$ cat src/rtl/skin_bbox.sv
// ---------------------------------------------------------------------------
// skin_bbox
//   Sits directly after rgb2hsv in the neuro_skin HDMI path. Every pixel is
//   classified as skin / non-skin with inclusive H, S and V windows. The mask
//   is forwarded together with de/hsync/vsync delayed by one enabled cycle.
//   Alongside, the skin bounding box and skin pixel count of each frame are
//   accumulated and latched at every vsync rising edge for the tracking and
//   overlay logic.
//
// Ports
//   clk, rst        pixel clock, synchronous active-high reset
//   ce              clock enable; every register holds while low
//   de_in           active-video enable from rgb2hsv
//   hsync_in        horizontal sync (delayed only)
//   vsync_in        vertical sync, active high; rising edge = frame boundary
//   H, S, V         8-bit hue / saturation / value
//   mask_out        1 = skin pixel (always 0 when de was low)
//   de_out, hsync_out, vsync_out   inputs delayed to line up with mask_out
//   frame_done      one-cycle pulse when new frame results are latched
//   found           latched pix_count >= MIN_COUNT
//   x_min, x_max    latched bbox columns (0 when found = 0)
//   y_min, y_max    latched bbox rows    (0 when found = 0)
//   pix_count       latched skin pixel count, saturating
// ---------------------------------------------------------------------------
module skin_bbox #(
    parameter logic [7:0] H_MIN     = 8'd0,
    parameter logic [7:0] H_MAX     = 8'd25,
    parameter logic [7:0] S_MIN     = 8'd40,
    parameter logic [7:0] S_MAX     = 8'd170,
    parameter logic [7:0] V_MIN     = 8'd60,
    parameter logic [7:0] V_MAX     = 8'd255,
    parameter int         XW        = 11,
    parameter int         YW        = 11,
    parameter int         CW        = 21,
    parameter int         MIN_COUNT = 16
) (
    input  logic          clk,
    input  logic          rst,
    input  logic          ce,
    input  logic          de_in,
    input  logic          hsync_in,
    input  logic          vsync_in,
    input  logic [7:0]    H,
    input  logic [7:0]    S,
    input  logic [7:0]    V,
    output logic          mask_out,
    output logic          de_out,
    output logic          hsync_out,
    output logic          vsync_out,
    output logic          frame_done,
    output logic          found,
    output logic [XW-1:0] x_min,
    output logic [XW-1:0] x_max,
    output logic [YW-1:0] y_min,
    output logic [YW-1:0] y_max,
    output logic [CW-1:0] pix_count
);

    localparam logic [XW-1:0] X_SAT   = '1;
    localparam logic [YW-1:0] Y_SAT   = '1;
    localparam logic [CW-1:0] CNT_SAT = '1;

    // A MIN_COUNT beyond what the saturating counter can represent can never
    // be met, so found is then held at 0 instead of comparing against a
    // truncated threshold.
    localparam int            CNT_LIMIT     = (1 << CW) - 1;
    localparam bit            MIN_REACHABLE = (MIN_COUNT <= CNT_LIMIT);
    localparam logic [CW-1:0] MIN_CNT       = MIN_REACHABLE ? CW'(MIN_COUNT) : '0;

    // Channel order inside the packed vectors: [0]=H, [1]=S, [2]=V.
    localparam logic [2:0][7:0] WIN_LO   = {V_MIN, S_MIN, H_MIN};
    localparam logic [2:0][7:0] WIN_SPAN = {V_MAX - V_MIN, S_MAX - S_MIN, H_MAX - H_MIN};

    logic [2:0][7:0] chan;
    logic [2:0]      in_win;
    logic            skin;
    logic            vs_rise;
    logic            de_fall;

    logic            de_prev_reg;
    logic            vsync_prev_reg;
    logic            primed_reg;
    logic [XW-1:0]   x_reg,         x_next;
    logic [YW-1:0]   y_reg,         y_next;
    logic [XW-1:0]   acc_min_x_reg, acc_min_x_next;
    logic [XW-1:0]   acc_max_x_reg, acc_max_x_next;
    logic [YW-1:0]   acc_min_y_reg, acc_min_y_next;
    logic [YW-1:0]   acc_max_y_reg, acc_max_y_next;
    logic [CW-1:0]   acc_cnt_reg,   acc_cnt_next;
    logic            found_next;

    assign chan = {V, S, H};

    // Inclusive window test as a single unsigned compare: (val - lo) wraps to
    // a large value whenever val < lo, so one "<= span" covers both bounds.
    // Requires lo <= hi for every channel.
    genvar gi;
    generate
        for (gi = 0; gi < 3; gi++) begin : g_win
            logic [7:0] offset;
            assign offset     = chan[gi] - WIN_LO[gi];
            assign in_win[gi] = (offset <= WIN_SPAN[gi]);
        end
    endgenerate

    assign skin    = de_in & (&in_win);
    assign vs_rise = vsync_in & ~vsync_prev_reg;
    assign de_fall = ~de_in & de_prev_reg;

    // Coordinates of the pixel currently on the inputs.
    always_comb begin
        x_next = x_reg;
        y_next = y_reg;
        if (de_in) begin
            if (x_reg != X_SAT) x_next = x_reg + 1'b1;
        end else if (de_fall) begin
            x_next = '0;
        end
        if (vs_rise) begin
            y_next = '0;
        end else if (de_fall && (y_reg != Y_SAT)) begin
            y_next = y_reg + 1'b1;
        end
    end

    // Accumulators. On a frame boundary they restart from their empty values
    // first, so a skin pixel arriving on that same cycle becomes the first
    // contribution to the new frame rather than the closing one.
    always_comb begin
        acc_min_x_next = acc_min_x_reg;
        acc_max_x_next = acc_max_x_reg;
        acc_min_y_next = acc_min_y_reg;
        acc_max_y_next = acc_max_y_reg;
        acc_cnt_next   = acc_cnt_reg;
        if (vs_rise) begin
            acc_min_x_next = '1;
            acc_max_x_next = '0;
            acc_min_y_next = '1;
            acc_max_y_next = '0;
            acc_cnt_next   = '0;
        end
        if (skin) begin
            if (x_reg < acc_min_x_next) acc_min_x_next = x_reg;
            if (x_reg > acc_max_x_next) acc_max_x_next = x_reg;
            if (y_reg < acc_min_y_next) acc_min_y_next = y_reg;
            if (y_reg > acc_max_y_next) acc_max_y_next = y_reg;
            if (acc_cnt_next != CNT_SAT) acc_cnt_next = acc_cnt_next + 1'b1;
        end
    end

    assign found_next = MIN_REACHABLE && (acc_cnt_reg >= MIN_CNT);

    always_ff @(posedge clk) begin
        if (rst) begin
            mask_out       <= 1'b0;
            de_out         <= 1'b0;
            hsync_out      <= 1'b0;
            vsync_out      <= 1'b0;
            frame_done     <= 1'b0;
            found          <= 1'b0;
            x_min          <= '0;
            x_max          <= '0;
            y_min          <= '0;
            y_max          <= '0;
            pix_count      <= '0;
            de_prev_reg    <= 1'b0;
            vsync_prev_reg <= 1'b0;
            primed_reg     <= 1'b0;
            x_reg          <= '0;
            y_reg          <= '0;
            acc_min_x_reg  <= '1;
            acc_max_x_reg  <= '0;
            acc_min_y_reg  <= '1;
            acc_max_y_reg  <= '0;
            acc_cnt_reg    <= '0;
        end else begin
            // Pulse output: drops on any cycle that is not an enabled latch.
            frame_done <= 1'b0;
            if (ce) begin
                mask_out       <= skin;
                de_out         <= de_in;
                hsync_out      <= hsync_in;
                vsync_out      <= vsync_in;
                de_prev_reg    <= de_in;
                vsync_prev_reg <= vsync_in;
                x_reg          <= x_next;
                y_reg          <= y_next;
                acc_min_x_reg  <= acc_min_x_next;
                acc_max_x_reg  <= acc_max_x_next;
                acc_min_y_reg  <= acc_min_y_next;
                acc_max_y_reg  <= acc_max_y_next;
                acc_cnt_reg    <= acc_cnt_next;
                if (vs_rise) begin
                    // The first boundary after reset only opens a frame;
                    // there is no complete frame behind it to report.
                    primed_reg <= 1'b1;
                    if (primed_reg) begin
                        frame_done <= 1'b1;
                        found      <= found_next;
                        pix_count  <= acc_cnt_reg;
                        x_min      <= found_next ? acc_min_x_reg : '0;
                        x_max      <= found_next ? acc_max_x_reg : '0;
                        y_min      <= found_next ? acc_min_y_reg : '0;
                        y_max      <= found_next ? acc_max_y_reg : '0;
                    end
                end
            end
        end
    end

endmodule

$ cat config.mk
export PLATFORM = sky130hd
export DESIGN_NAME = skin_bbox
export DESIGN_NICKNAME = d
export VERILOG_FILES = /design/src/rtl/skin_bbox.sv
export SDC_FILE = /design/constraint.sdc
export NUM_CORES = 1
export LEC_CHECK = 0
export BUFFER_PORTS_ARGS = -buffer_cell sky130_fd_sc_hd__buf_2
export CAP_MARGIN = 20
export CORE_MARGIN = 2
export CORE_UTILIZATION = 50
export DETAILED_ROUTE_END_ITERATION = 10
export PLACE_DENSITY = 0.72
export SETUP_SLACK_MARGIN = 0.2
export SYNTH_ARGS = -nofsm -noshare
export SYNTH_HDL_FRONTEND = slang
export SYNTH_SLANG_ARGS = --single-unit
$ cat constraint.sdc
create_clock -name clk -period 3.8 [get_ports clk]
set_input_delay 0.76 -clock clk [delete_from_list [all_inputs] [get_ports clk]]
set_output_delay 0.76 -clock clk [all_outputs]
set_load 0.03 [all_outputs]
==> results.md <==
* Min-delay src: x_min[2]
* CP startpoint: vsync_in
* Yosys warnings at 0
* H-tree depth at 4
* GRT Util Overall at 0.238
* CP max stage delay at 0.55 ns
* RSZ-0062 raised after global routing: no
* Routed Antenna Nets at 0
* Critical Path Sink Type: register
* Fill count at 1392
* CP Data Required Time at ~4.2 ns
* Max Cap Viol at 0
* Power Dens Cells at 397 nW/µm²
* Drt initial violations at between 300 and 400
* Post-synth top area share at 0.414
* RR Startpoint: vsync_prev_reg
* Gr ovfl total at 0
* Buffer and inverter count on the worst path at 3
* Layout area overhead at 16.3%
* Largest cells by area after synthesis: dfxtp_1 (41%), nand2_1 (7.5%), ha_1 (7.5%), a21oi_1 (7.0%), nand3_1 (4.6%)
* Placed Area at about 8400 µm²
* Area of the multi-input gates at between 4000 and 5000 µm²
* RePlAce Congestion at 0.861
* Mapped Cells at roughly 920
* CTS Sinks at 159
* Status: complete, no violations
* Net count after synthesis at 1000
* Fin nets at between 1000 and 1500
* Wire length per cell at 15.9 µm
* Avg Vias per Cell at 5.81
* Post-CTS Resized at 0
* Pwr Total at approximately 3.5 mW
* Setup crit start kind: primary input
* Worst setup path class: primary input to register
* Min-delay worst type: register to register
* Final number of hold-violating endpoints at 0
* Number of remaining DRC errors at 0
* TritonRoute pass-1 iters at 5
* Synthesized area at between 7000 and 8000 µm²
* Num CTS Buffers at 17
* Global-route wire length before repair at approximately 31000 µm
* Synth cell count leaders: dfxtp_1 (159), nand2_1 (154), a21oi_1 (108)
* Number of synthesized flops with an enable pin at 0
* Clock slew at reported path FFs at around 0.060 ns
* Worst skew pair latency at 0.44 ns
* Antenna violations before repair at 0
* Cell type with the largest total area after synthesis: dfxtp_1
* Pin count of the biggest net entering global routing at 100
* Critical-path cell list: buf_2 -> nor2b_1 -> buf_4 -> nor2_1 -> ha_1 -> a21oi_1 -> nor2_1 -> nor3_1 -> nand3_1 -> nor3_1 -> buf_4 -> o32a_1
* Initial core utilization at 0.510
* Hold Buf Count CTS at 0
* Clock Tree Root: clkbuf_16
* Die X-Extent at between 100 and 150 µm
* Register area at 3180 µm²
* Leak at 3.63 nW
* I/O Pins at between 100 and 150
* Final WL at between 15000 and 20000 µm
* DR vias at 6997
* N_diodes at 0
* Kind of cell adding the most delay to the critical path: simple AND/OR/NAND/NOR gates
* Dpl hpwl at roughly 13000 µm
* Post-synthesis cell type count at 64
* Postcts setup bufs at 0
* Setup violations, final at 0
* Share of layout cells above drive strength 1 at 0.172
* Std-Cell Rows at 45
* Fmax at between 300 and 400 MHz
* CTS tree: yes
* Tcrit/Tclk final at 0.732
* Clock Skew at a little over 0.008 ns
* Slew @ Worst Pin at roughly 1.0 ns
* Max Buffers Root-to-Sink at 2
* Count leader, synth: dfxtp_1
* Fin Hold WS at about 0.45 ns
* Fin crit period at 2.78 ns
* Core area at ~15000 µm²
* CP Data Arrival Time at 3.17 ns
* Syn avg cell area at approximately 8.3 µm²
* Final TNS setup at 0 ns
* Rel. slew slack at 0.314
* Port Buf Inserts at 97
* Post-synthesis register bit count at 159
* Number of global-route vias before repair at around 6400
* Final Cell Area at about 8900 µm²
* Die H at about 130 µm
* Sequential share of the synthesized area at 0.414
* Crit path max fanout at 21
* FF-to-FF setup slack at between 1 and 1.5 ns
* Fin. max-slew vios at 0
* Slowest CP cell: nor3_1
* FFs w/ async S/R, synth at 0
* Die ar. at ~16000 µm²
* Top_reg_cell synth: dfxtp_1
* Peak supply drop at roughly 0.31 mV
==> per-stage QoR <==
stage / util / worst slack [ns] / std cells
global route: 0.593 / 0.799 / 1204
floorplan: - / 0.509 / 924
finish: 0.593 / 1.02 / 1204
detailed placement: 0.554 / 0.608 / 1172
CTS: 0.593 / 1.07 / 1204
global placement: 0.553 / 0.383 / 1171
==> logic make-up after synthesis <==
logic type               count (synthesis)  synth area share
buffers and inverters                   69            0.0374
flip-flops                             159             0.414
adder cells (fa/ha/maj)                 46            0.0748
AO/OA/AOI/OAI                          206             0.174
AND/OR/NAND/NOR                        415             0.264
XOR/XNOR                                14            0.0159
multiplexers                            15            0.0200
==> cell type report <==
type,instances,area share
Inverter,8,0.00336
Clock buffer,19,0.0506
Multi-Input combinational cell,696,0.473
Clock inverter,13,0.0152
Timing Repair Buffer,121,0.0761
Tap cell,188,0.0263
Sequential cell,159,0.356
==> worst min-delay path, stage by stage, from the launching register on <==
cell and delay [ns]:
dfxtp_1 0.31, nand2_1 0.05, a21oi_1 0.05
==> power by group <==
group | leakage, nW | internal [mW] | total, mW | switching [mW]
sequential | 1.28 | 1.67 | 1.68 | 0.00671
clock | 0.282 | 1.00 | 1.71 | 0.708
combinational | 2.07 | 0.0440 | 0.159 | 0.115
total | 3.63 | 2.72 | 3.55 | 0.830
==> worst paths after layout <==
path	to	depth (start not counted)
setup / recovery	acc_min_y_reg[7]	12
hold / removal	x_min[2]	2
setup reg to reg	acc_max_y_reg[2]	11
hold reg to reg	x_min[2]	2
==> placed cells by master, fill, tap and decap left out, types with 4 or more instances in the layout <==
master,instances
a211oi_1,6
a21o_1,7
a21oi_1,108
a21oi_2,5
a31o_1,4
a31oi_1,6
and2_1,16
and3_1,8
and4_1,4
buf_2,96
buf_4,24
clkbuf_16,17
clkinv_2,4
clkinvlp_4,4
dfxtp_1,159
ha_1,46
inv_1,8
mux2i_1,12
nand2_1,153
nand3_1,71
nand3b_1,7
nand4_1,29
nor2_1,77
nor2b_1,4
nor3_1,12
o211ai_1,12
o21ai_0,13
o32a_1,22
or3_1,6
xor2_1,13
==> layer usage <==
layer,up-vias,routed length [µm],share of wire,track usage
li1,3489,-,-,-
met1,3289,8890,0.46,0.318
met2,189,9010,0.47,0.385
met3,30,994,0.052,0.0467
met4,0,305,0.016,0.0866
met5,-,0,0,0
Power figures use the tool's default switching activity.
